File: src/rtl/demux_pkg.sv
// Shared defaults and helpers for the registered 1-to-N stream demultiplexer.
package demux_pkg;

    localparam int DEMUX_DEF_W = 8;
    localparam int DEMUX_DEF_N = 4;
    localparam int DROP_CNT_W  = 8;

    // Saturating increment: the counter parks at all-ones instead of wrapping.
    function automatic logic [DROP_CNT_W-1:0] sat_inc(input logic [DROP_CNT_W-1:0] count);
        logic [DROP_CNT_W-1:0] result;
        if (count == {DROP_CNT_W{1'b1}}) begin
            result = count;
        end else begin
            result = count + DROP_CNT_W'(1);
        end
        return result;
    endfunction

endpackage

File: src/rtl/demux_out_slot.sv
// One output channel: a single-entry pipeline register with its own valid/ready handshake.
module demux_out_slot
    import demux_pkg::*;
#(
    parameter int W = DEMUX_DEF_W
) (
    input  logic         clk,
    input  logic         rst_n,
    input  logic         load,
    input  logic [W-1:0] d,
    input  logic         out_ready,
    output logic [W-1:0] out_data,
    output logic         out_valid,
    output logic         can_acc
);

    logic [W-1:0] data_d;
    logic [W-1:0] data_q;
    logic         valid_d;
    logic         valid_q;

    // Next state: a load wins over a same-cycle drain; data is held, never cleared, on drain.
    always_comb begin
        data_d  = data_q;
        valid_d = valid_q;
        if (load) begin
            data_d  = d;
            valid_d = 1'b1;
        end else if (out_ready && valid_q) begin
            valid_d = 1'b0;
        end else begin
            valid_d = valid_q;
        end
    end

    // Channel register with synchronous active-low reset.
    always_ff @(posedge clk) begin
        if (!rst_n) begin
            data_q  <= '0;
            valid_q <= 1'b0;
        end else begin
            data_q  <= data_d;
            valid_q <= valid_d;
        end
    end

    assign out_data  = data_q;
    assign out_valid = valid_q;
    assign can_acc   = !valid_q || out_ready;

endmodule

File: src/rtl/demux_stream_1ton.sv
// Registered 1-to-N stream demultiplexer with broadcast, out-of-range drop flagging and drop counting.
module demux_stream_1ton
    import demux_pkg::*;
#(
    parameter int   W  = DEMUX_DEF_W,
    parameter int   N  = DEMUX_DEF_N,
    localparam int  SW = $clog2(N)
) (
    input  logic                  clk,
    input  logic                  rst_n,
    input  logic [W-1:0]          in_data,
    input  logic [SW-1:0]         in_sel,
    input  logic                  in_bcast,
    input  logic                  in_valid,
    output logic                  in_ready,
    output logic [N*W-1:0]        out_data,
    output logic [N-1:0]          out_valid,
    input  logic [N-1:0]          out_ready,
    output logic                  err_sel,
    output logic [DROP_CNT_W-1:0] drop_cnt
);

    logic [31:0]           sel_ext_s;
    logic [N-1:0]          sel_hit_s;
    logic [N-1:0]          can_acc_s;
    logic [N-1:0]          load_s;
    logic                  in_ready_s;
    logic                  xfer_s;
    logic                  drop_s;
    logic                  err_d;
    logic                  err_q;
    logic [DROP_CNT_W-1:0] drop_cnt_d;
    logic [DROP_CNT_W-1:0] drop_cnt_q;

    assign sel_ext_s = 32'(in_sel);

    // One-hot select decode; an all-zero result means the select is out of range.
    always_comb begin
        sel_hit_s = '0;
        for (int k = 0; k < N; k++) begin
            if (sel_ext_s == 32'(k)) begin
                sel_hit_s[k] = 1'b1;
            end else begin
                sel_hit_s[k] = 1'b0;
            end
        end
    end

    // Acceptance: broadcast needs every channel free; the drop path never stalls.
    always_comb begin
        in_ready_s = 1'b1;
        if (in_bcast) begin
            in_ready_s = &can_acc_s;
        end else if (|sel_hit_s) begin
            in_ready_s = |(sel_hit_s & can_acc_s);
        end else begin
            in_ready_s = 1'b1;
        end
    end

    assign in_ready = in_ready_s;
    assign xfer_s   = in_valid && in_ready_s;
    assign drop_s   = xfer_s && !in_bcast && !(|sel_hit_s);

    // Per-channel load strobes.
    always_comb begin
        load_s = '0;
        for (int k = 0; k < N; k++) begin
            load_s[k] = xfer_s && (in_bcast || sel_hit_s[k]);
        end
    end

    // Sticky error flag and saturating drop counter next state.
    always_comb begin
        err_d      = err_q;
        drop_cnt_d = drop_cnt_q;
        if (drop_s) begin
            err_d      = 1'b1;
            drop_cnt_d = sat_inc(drop_cnt_q);
        end else begin
            err_d      = err_q;
            drop_cnt_d = drop_cnt_q;
        end
    end

    // Error/drop status registers.
    always_ff @(posedge clk) begin
        if (!rst_n) begin
            err_q      <= 1'b0;
            drop_cnt_q <= '0;
        end else begin
            err_q      <= err_d;
            drop_cnt_q <= drop_cnt_d;
        end
    end

    assign err_sel  = err_q;
    assign drop_cnt = drop_cnt_q;

    for (genvar g = 0; g < N; g++) begin : g_slot
        demux_out_slot #(
            .W (W)
        ) u_slot (
            .clk       (clk),
            .rst_n     (rst_n),
            .load      (load_s[g]),
            .d         (in_data),
            .out_ready (out_ready[g]),
            .out_data  (out_data[g*W +: W]),
            .out_valid (out_valid[g]),
            .can_acc   (can_acc_s[g])
        );
    end

endmodule

File: config.mk
export PLATFORM = sky130hd
export DESIGN_NAME = demux_stream_1ton
export DESIGN_NICKNAME = d
export VERILOG_FILES = /design/src/rtl/demux_pkg.sv /design/src/rtl/demux_out_slot.sv /design/src/rtl/demux_stream_1ton.sv
export SDC_FILE = /design/constraint.sdc
export NUM_CORES = 1
export LEC_CHECK = 0
export ABC_AREA = 1
export BUFFER_PORTS_ARGS = -buffer_cell sky130_fd_sc_hd__buf_2
export CAP_MARGIN = 15
export CORE_ASPECT_RATIO = 1.25
export CORE_MARGIN = 2
export CORE_UTILIZATION = 30
export CTS_CLUSTER_SIZE = 24
export DETAILED_ROUTE_END_ITERATION = 10
export GPL_TIMING_DRIVEN = 0
export PLACE_DENSITY = 0.6
export SLEW_MARGIN = 10
export SYNTH_ARGS = -nofsm -noshare
export SYNTH_HDL_FRONTEND = slang
export SYNTH_HIERARCHICAL = 1
export SYNTH_SLANG_ARGS = --single-unit
File: constraint.sdc
create_clock -name clk -period 1.95 [get_ports clk]
set_input_delay 0 -clock clk [delete_from_list [all_inputs] [get_ports clk]]
set_output_delay 0 -clock clk [all_outputs]
set_load 0.01 [all_outputs]
=== Word level (Yosys, flattened, before mapping) ===
Cells that the tools add are included.

* Equal/unequal tests: 4
* Add/sub/neg operators: 1
* Bitwise gates (word level): 2
* Mux-type cells: 14
* Reduce and logical (&&, ||, !) cells: 34

{| class="wikitable"
|+ Operator list
! operator !! count
|-
| 32-bit zero test || 1
|-
| 1-bit two-way mux || 14
|-
| 1-bit logical AND || 11
|-
| 8-bit by 1-bit adder with 8-bit output (second input constant) || 1
|-
| 8-bit equality test (second input constant) || 1
|-
| 1-bit logical OR || 8
|-
| 2-bit nonzero test || 4
|-
| 4-bit OR reduction || 2
|-
| 1-bit zero test || 6
|-
| 4-bit bitwise AND || 1
|-
| 2-bit equality test (second input constant) || 2
|-
| 4-bit AND reduction || 1
|-
| 2-bit by 1-bit equality test with 1-bit output (second input constant) || 1
|-
| 2-bit AND reduction || 1
|-
| 1-bit NOT || 1
|}

* Logic and storage cells: 65
* Output and inout port bits: 46
* Bits of input ports: 18
* Bits in registers: 45

=== Depth between registers and ports, before layout ===
Gate-level depths: netlist of run 1.

* Depth in word-level cells: 10
* Gate-level depth with buffers: 11
* Depth with buffers taken out: 11

=== Modules after synthesis ===
Netlist of run 1, hierarchy kept.

{| class="wikitable"
|+ By module, submodules not included
! module !! cells an instance !! times used !! area an instance (µm²) !! seq. area each (µm²)
|-
| demux_out_slot || 38 || 4 || 304.0 || 180.2
|-
| demux_stream_1ton || 53 || 1 || 381.6 || 180.2
|}

=== Worst setup path after synthesis of run 1 ===
Ideal clock, no wire load.

* Kind: flip-flop to flip-flop
* From: register g_slot[1].u_slot.valid_q
* To: register g_slot[2].u_slot.data_q[3]
* Arrival time: 1.390 ns
* Slack: 0.444 ns
* Stages on the path, launching flop included: 11
* Period minus slack after synthesis: 1.506 ns
* Data required time: 1.834 ns
* Setup time: 0.116 ns
* Buffers on the path: 0
* Path through: dfxtp_1 nand2_1 nand2_1 nor2_4 nand3_1 nand2_1 nand3_2 nor2_1 inv_2 nor2_1 nor2_1

* Word-level cells in the longest chain between the ends: 8
* Elaborated cells on any way between the ends: 9
* Those cells by class: mux (2); bitwise (1); reduce/logical (6)

{| class="wikitable"
|+ RTL lines
! what !! line !! text
|-
| start: declaration || demux_out_slot.sv:20 || <nowiki>logic valid_q;</nowiki>
|-
| start signal: assignment || demux_out_slot.sv:43 || <nowiki>valid_q <= valid_d;</nowiki>
|-
| 1-bit zero test (*) || demux_out_slot.sv:49 || <nowiki>assign can_acc = !valid_q || out_ready;</nowiki>
|-
| 1-bit logical OR (*) || demux_out_slot.sv:49 ||
|-
| via can_acc_s[1] || demux_stream_1ton.sv:25 || <nowiki>logic [N-1:0] can_acc_s;</nowiki>
|-
| 4-bit bitwise AND || demux_stream_1ton.sv:55 || <nowiki>in_ready_s = |(sel_hit_s & can_acc_s);</nowiki>
|-
| 4-bit OR reduction || demux_stream_1ton.sv:55 ||
|-
| 1-bit two-way mux || demux_stream_1ton.sv:54 || <nowiki>end else if (|sel_hit_s) begin</nowiki>
|-
| 1-bit two-way mux (*) || demux_stream_1ton.sv:52 || <nowiki>if (in_bcast) begin</nowiki>
|-
| 1-bit logical AND (*) || demux_stream_1ton.sv:62 || <nowiki>assign xfer_s = in_valid && in_ready_s;</nowiki>
|-
| 1-bit logical AND (*) || demux_stream_1ton.sv:69 || <nowiki>load_s[k] = xfer_s && (in_bcast || sel_hit_s[k]);</nowiki>
|-
| via load_s[2] || demux_stream_1ton.sv:26 || <nowiki>logic [N-1:0] load_s;</nowiki>
|-
| end signal: assignment || demux_out_slot.sv:42 || <nowiki>data_q <= data_d;</nowiki>
|-
| end: declaration || demux_out_slot.sv:18 || <nowiki>logic [W-1:0] data_q;</nowiki>
|}

The timed path passes the listed nets; every way through them passes the cells marked *.
A chain may end at the register's enable or synchronous reset.

=== Final worst setup path of run 1 ===
* From: register g_slot[0].u_slot.valid_q
* To: register g_slot[3].u_slot.data_q[0]

* Word-level cells in the longest chain between the ends: 8
* Elaborated cells on any way between the ends: 9
* Those cells by class: mux (2); bitwise (1); reduce/logical (6)

{| class="wikitable"
|+ RTL lines
! what !! line
|-
| start: declaration || demux_out_slot.sv:20
|-
| start signal: assignment || demux_out_slot.sv:43
|-
| 1-bit zero test (*) || demux_out_slot.sv:49
|-
| 1-bit logical OR (*) || demux_out_slot.sv:49
|-
| via can_acc_s[0] || demux_stream_1ton.sv:25
|-
| 4-bit bitwise AND || demux_stream_1ton.sv:55
|-
| 4-bit OR reduction || demux_stream_1ton.sv:55
|-
| 1-bit two-way mux || demux_stream_1ton.sv:54
|-
| 1-bit two-way mux (*) || demux_stream_1ton.sv:52
|-
| 1-bit logical AND (*) || demux_stream_1ton.sv:62
|-
| 1-bit logical AND (*) || demux_stream_1ton.sv:69
|-
| via load_s[3] || demux_stream_1ton.sv:26
|-
| end signal: assignment || demux_out_slot.sv:42
|-
| end: declaration || demux_out_slot.sv:18
|}

Marked as above.

==> metrics.cfg, run 1 <==
[grt]
gr-total-overflow = 0
grtUsageTotal_pct = 14.0
grt_pass1_vias = 1366
antenna_found_initial = 0
grt_pass1_wl_mm = 6.55
grt_max_degree = 38

[min_path]
hp-class = in2reg

[synth]
syn-instance-count = 205
synth_top_area_share_pct = 56.4
yosys.cell_types.count = 15
yosysWarnings = 6
yosys-top-cells-area = dfxtp_1, nor2_1, o21ai_0, inv_1, nand2_1
synth_seq_cells = 45
syn_area_sq_um = 1600
synth_top_area_cell = dfxtp_1
syn_area_per_cell_sq_um = 7.79
synth_nets = 223
yosysSeqAreaShare_pct = 56.4

[placement]
numPlacedInstances = 330
dp_hpwl_mm = 2.80
place.gp.congestion = 0.817
pre_cts_slack_ps = 10.2
dpl_cell_area_sq_um = 1990
port_buffers = 63

[critical_path]
crit_start = g_slot[0].u_slot/out_valid
reg2reg_to = g_slot[3].u_slot/out_data[0]
reg2reg_slack_ps = 200
worst-endpoint-arrival_ps = 1940
startpoint_type = flip-flop
endpoint_kind = flip-flop
r2r_cells = 10
cp-endpoint = g_slot[3].u_slot/out_data[0]
required_ps = 2140
crit_type = reg2reg
cp_max_fo = 9
r2r_start = g_slot[0].u_slot/out_valid

[sta]
hold_viol_final = 0
postLayoutSetupSlackWorst_ps = 204
slew_violations = 0
clock_skew_ps = 7.46
max_freq_mhz = 573
final-setup-viol-count = 0
holdWs_ps = 3.80
period_minus_slack_ps = 1750
tightest_slew_ps = 573
fin_crit_sh_pct = 89.6
rsz0062_at_grt = no
relSlewSlack_pct = 61.8

[routing]
wire_per_inst_microns = 12.0
firstDrtPassIters = 4
routed_wl_mm = 4.07
num_vias = 1481
drt_iter0_markers = 48
drc_errors = 0
viasPerCell = 4.36
postRouteAntennaNets = 0

[cells_and_area]
layout-drive-gt1-share_pct = 31.3
area_growth_pct = 33.4
antenna_cells = 0
final_cell_count_no_fill = 340
fin_area_sq_um = 2130
num-nets-final = 295
final_core_util_pct = 41.7

[outcome]
status = finished, final reports clean

[floorplanning]
core_area_sq_um = 5120
die-height_microns = 85.6
die_w_microns = 69.3
start_util_pct = 31.2
rows = 29
die-area_sq_um = 5930
io_pins = 64

[pwr]
max-vdd-ir-drop_mv = 0.486
leakagePower_nw = 1.18
power_density_nw_per_um2 = 932

[clocking]
cts_tree = built
clk_pin_slew_ps = 80
cts_buffer_depth = 2
post_cts_buffers = 0
cts_sinks = 45
cts_root_buffer = clkbuf_8
clk-insertion-delay-late_ps = 290
ctsHtreeMaxLevel = 2
cts_buffers = 5

[job]
maxCapViolCount = 0

[power breakdown]
part	total, W	switching (W)	internal (W)	leakage (nW)
clock network	0.000696	0.000312	0.000385	0.0554
logic	0.000282	0.000178	0.000104	0.757
registers	0.00101	0.0000273	0.000981	0.369
[worst min-delay path by stage]
stage,to,slack [ps],startpoint,cells past startpoint
global route,g_slot[0].u_slot/out_data[5],6,in_data[5],3
finish,g_slot[3].u_slot/out_data[7],4,in_data[7],3
detailed placement,g_slot[3].u_slot/out_data[0],300,in_data[0],3
CTS,g_slot[0].u_slot/out_data[3],1,in_data[3],3
global placement,g_slot[1].u_slot/out_data[2],300,in_data[2],3
floorplan,g_slot[0].u_slot/out_valid,120,rst_n,2
[layout by cell type, fill, tap and decap left out, drive strengths merged]
cell | Yosys | layout
and2 | 1 | 1
clkbuf | 1 | 7
dfxtp | 45 | 45
o21ai | 32 | 32
nand2 | 18 | 18
buf | 0 | 63
clkinv | 0 | 1
inv | 26 | 26
nand4 | 1 | 1
dlygate4sd3 | 0 | 2
nor2 | 69 | 69
nand3 | 5 | 5
a21oi | 7 | 7
bufinv | 0 | 1
[cell families after synthesis]
| logic type | count (synthesis) | synth area share (%) |
|---|---|---|
| AND/OR/NAND/NOR | 94 | 24.1 |
| flip-flops | 45 | 56.4 |
| AO/OA/AOI/OAI | 39 | 13.2 |
| buffers and inverters | 27 | 6.34 |
[cells in the mapped netlist]
master,instances
nor2_1,68
dfxtp_1,45
o21ai_0,32
inv_1,21
nand2_1,17
inv_2,5
a21oi_2,4
nand3_1,4
a21oi_1,3
and2_1,1
clkbuf_1,1
nand2_2,1
nand3_2,1
nand4_2,1
nor2_4,1
[routing by layer]
layer  vias to the layer above  global-route usage (%)  wire length [microns]
met5                         -                       0                      0
met3                         6                    5.05                    303
met1                       645                    17.6                   1880
met2                        47                    22.5                   1830
li1                        783                       -                      -
met4                         0                    4.28                     52
[layout make-up]
class,count,area (sq um)
fillers,544,2980
plain buffers,1,3.75
clock inverters,2,38.8
clock buffers,6,72.6
inverters,26,97.6
flip-flops and latches,45,901
well taps,62,77.6
multi-input cells,133,606
repair buffers,65,335
[registers in the layout, indices dropped and copies added, names as in the netlist]
register / count
g_slot.u_slot/out_data: 32
drop_cnt: 8
err_sel: 1
g_slot.u_slot/out_valid: 4
[worst max-delay path: stages, from the launching register on]
cell,delay [ps]
dfxtp_1,320
nand2_1,130
nand2_1,100
nor2_4,80
nand3_1,60
nand2_1,80
nand3_2,140
nor2_2,360
inv_2,180
nor2_1,130
nor2_1,60
[stage by stage]
stage | setup TNS (ps) | total power (W)
4_1_cts | -13.8 | 0.00201
3_5_place_dp | 0 | 0.00131
6_report | 0 | 0.00199
2_1_floorplan | 0 | 0.00118
5_1_grt | 0 | 0.00209
3_3_place_gp | 0 | 0.00131
[what timing repair did]
| action | in CTS | in global routing |
|---|---|---|
| pin swaps | 0 | 0 |
| hold buffers | 2 | 0 |
| endpoints found under the setup margin | 3 | 36 |
| hold endpoints to repair | 5 | 0 |
| resized for setup | 0 | 4 |
Note: power is estimated with default switching activity, not from simulation.
==> run 2, diff against run 1 <==
--- a/config.mk
+++ b/config.mk
@@ -14,6 +14,7 @@
 export CTS_CLUSTER_SIZE = 24
 export DETAILED_ROUTE_END_ITERATION = 10
 export GPL_TIMING_DRIVEN = 0
+export HOLD_SLACK_MARGIN = 0.06
 export PLACE_DENSITY = 0.6
 export SLEW_MARGIN = 10
 export SYNTH_ARGS = -nofsm -noshare
==> run 2 against run 1 <==
Effect of this change: clock skew hardly changed; largest cell class unchanged; setup slack improved by 39 ps; die area is the same; critical path type unchanged; critical endpoint is now g_slot[3].u_slot/out_data[3].
==> metrics.cfg, run 2 (synthesis gave the netlist of run 1 again) <==
[pwr]
max-vdd-ir-drop_mv = 0.485
leakagePower_nw = 1.22
power_density_nw_per_um2 = 897
design_power_total_w = 0.00200

[clocking]
post_cts_buffers = 0
cts_root_buffer = clkbuf_8
cts_tree = built
ctsHtreeMaxLevel = 2
clk_pin_slew_ps = 80
cts_sinks = 45
clk-insertion-delay-late_ps = 290
cts_buffer_depth = 2
cts_buffers = 5

[grt]
grt_pass1_wl_mm = 6.63
gr-total-overflow = 0
grtUsageTotal_pct = 14.2
antenna_found_initial = 0
grt_pass1_vias = 1392
grt_max_degree = 38

[floorplanning]
io_pins = 64
die-height_microns = 85.6
rows = 29
die_w_microns = 69.3
start_util_pct = 31.2
die-area_sq_um = 5930
core_area_sq_um = 5120

[min_path]
hold_path_depth = 3
min_from = rst_n
hp-class = in2reg
holdPathEnd = g_slot[0].u_slot/out_valid

[routing]
num_vias = 1529
firstDrtPassIters = 4
viasPerCell = 4.37
postRouteAntennaNets = 0
wire_per_inst_microns = 11.8
routed_wl_mm = 4.13
drt_iter0_markers = 52
drc_errors = 0

[placement]
dp_hpwl_mm = 2.80
numPlacedInstances = 330
pre_cts_slack_ps = 10.2
place.gp.congestion = 0.817
port_buffers = 63

[critical_path]
reg2reg_slack_ps = 240
startpoint_type = flip-flop
worst-endpoint-arrival_ps = 1900
r2r_start = g_slot[0].u_slot/out_valid
cp_max_fo = 9
required_ps = 2140
endpoint_kind = flip-flop
crit_type = reg2reg
r2r_cells = 10
reg2reg_to = g_slot[3].u_slot/out_data[3]

[cells_and_area]
layout-drive-gt1-share_pct = 30.2
largest_reg_flops = 32
layout_common_cells = nor2_1, buf_2, dfxtp_1
area_growth_pct = 39.7
final_common_cell = nor2_1
antenna_cells = 0
num-nets-final = 305
final_cell_count_no_fill = 350

[job]
maxCapViolCount = 0

[sta]
tns_ps = 0
rsz0062_at_grt = no
tightest_slew_ps = 575
hold_viol_final = 0
final-setup-viol-count = 0
slew_violations = 0
relSlewSlack_pct = 61.7
holdWs_ps = 222
postLayoutSetupSlackWorst_ps = 242
fin_crit_sh_pct = 87.6
clock_skew_ps = 7.41
period_minus_slack_ps = 1710
max_freq_mhz = 586

[outcome]
status = finished, final reports clean

-- run 2: changes by cell type in the layout (fill, tap and decap cells not counted) --
cell           change
dlygate4sd3_1     +10
-- run 2: what timing repair did --
| action | in CTS | in global routing |
|---|---|---|
| endpoints found under the hold margin | 36 | 0 |
| cloned | 0 | 0 |
| endpoints found under the setup margin | 3 | 35 |
| pin swaps | 0 | 0 |
| hold buffers | 12 | 0 |
| resized for setup | 0 | 4 |
-- run 2: layout make-up --
class                   instances  area, sq um
inverters                      26         97.6
repair buffers                 75          435
multi-input cells             133          606
clock buffers                   6         72.6
plain buffers                   1         3.75
well taps                      62         77.6
clock inverters                 2         38.8
fillers                       532         2880
flip-flops and latches         45          901
-- run 2: critical path, stage by stage (launching register included) --
cell and delay, ps:
dfxtp_1 320, nand2_1 110, nand2_1 100, nor2_4 80, nand3_1 60, nand2_1 80, nand3_2 140, nor2_2 360
inv_2 180, nor2_1 130, nor2_1 50
-- run 2: per-layer routing --
| layer | global-route usage (%) | vias up | routed length [microns] |
|---|---|---|---|
| li1 | - | 799 | - |
| met1 | 17.6 | 672 | 1910 |
| met2 | 23.1 | 53 | 1870 |
| met3 | 5.17 | 5 | 302 |
| met4 | 4.28 | 0 | 52 |
| met5 | 0 | - | 0 |
-- run 2: report_power, final --
group	switching, W	total [W]	internal [W]
clock network	0.000313	0.000697	0.000385
logic	0.000181	0.000297	0.000116
registers	0.0000274	0.00101	0.000981
total	0.000521	0.00200	0.00148
-- run 2: stage by stage --
step	utilization [%]	area (sq um)
after global routing	43.6	2230
after detailed placement	38.9	1990
after floorplan	-	1600
after CTS	43.4	2220
after global placement	38.9	1990
final	43.6	2230
-- run 2: how the worst max path moves through the flow --
stage                                     startpoint                           end  slack, ps  cells after the start
after floorplan           g_slot[1].u_slot/out_valid  g_slot[2].u_slot/out_data[3]        440                     10
after global placement    g_slot[0].u_slot/out_valid  g_slot[3].u_slot/out_data[4]         20                     10
after detailed placement  g_slot[0].u_slot/out_valid  g_slot[3].u_slot/out_data[3]         10                     10
after CTS                 g_slot[0].u_slot/out_valid  g_slot[3].u_slot/out_data[3]         20                     10
after global routing      g_slot[0].u_slot/out_valid  g_slot[3].u_slot/out_data[6]         40                     10
final                     g_slot[0].u_slot/out_valid  g_slot[3].u_slot/out_data[3]        240                     10
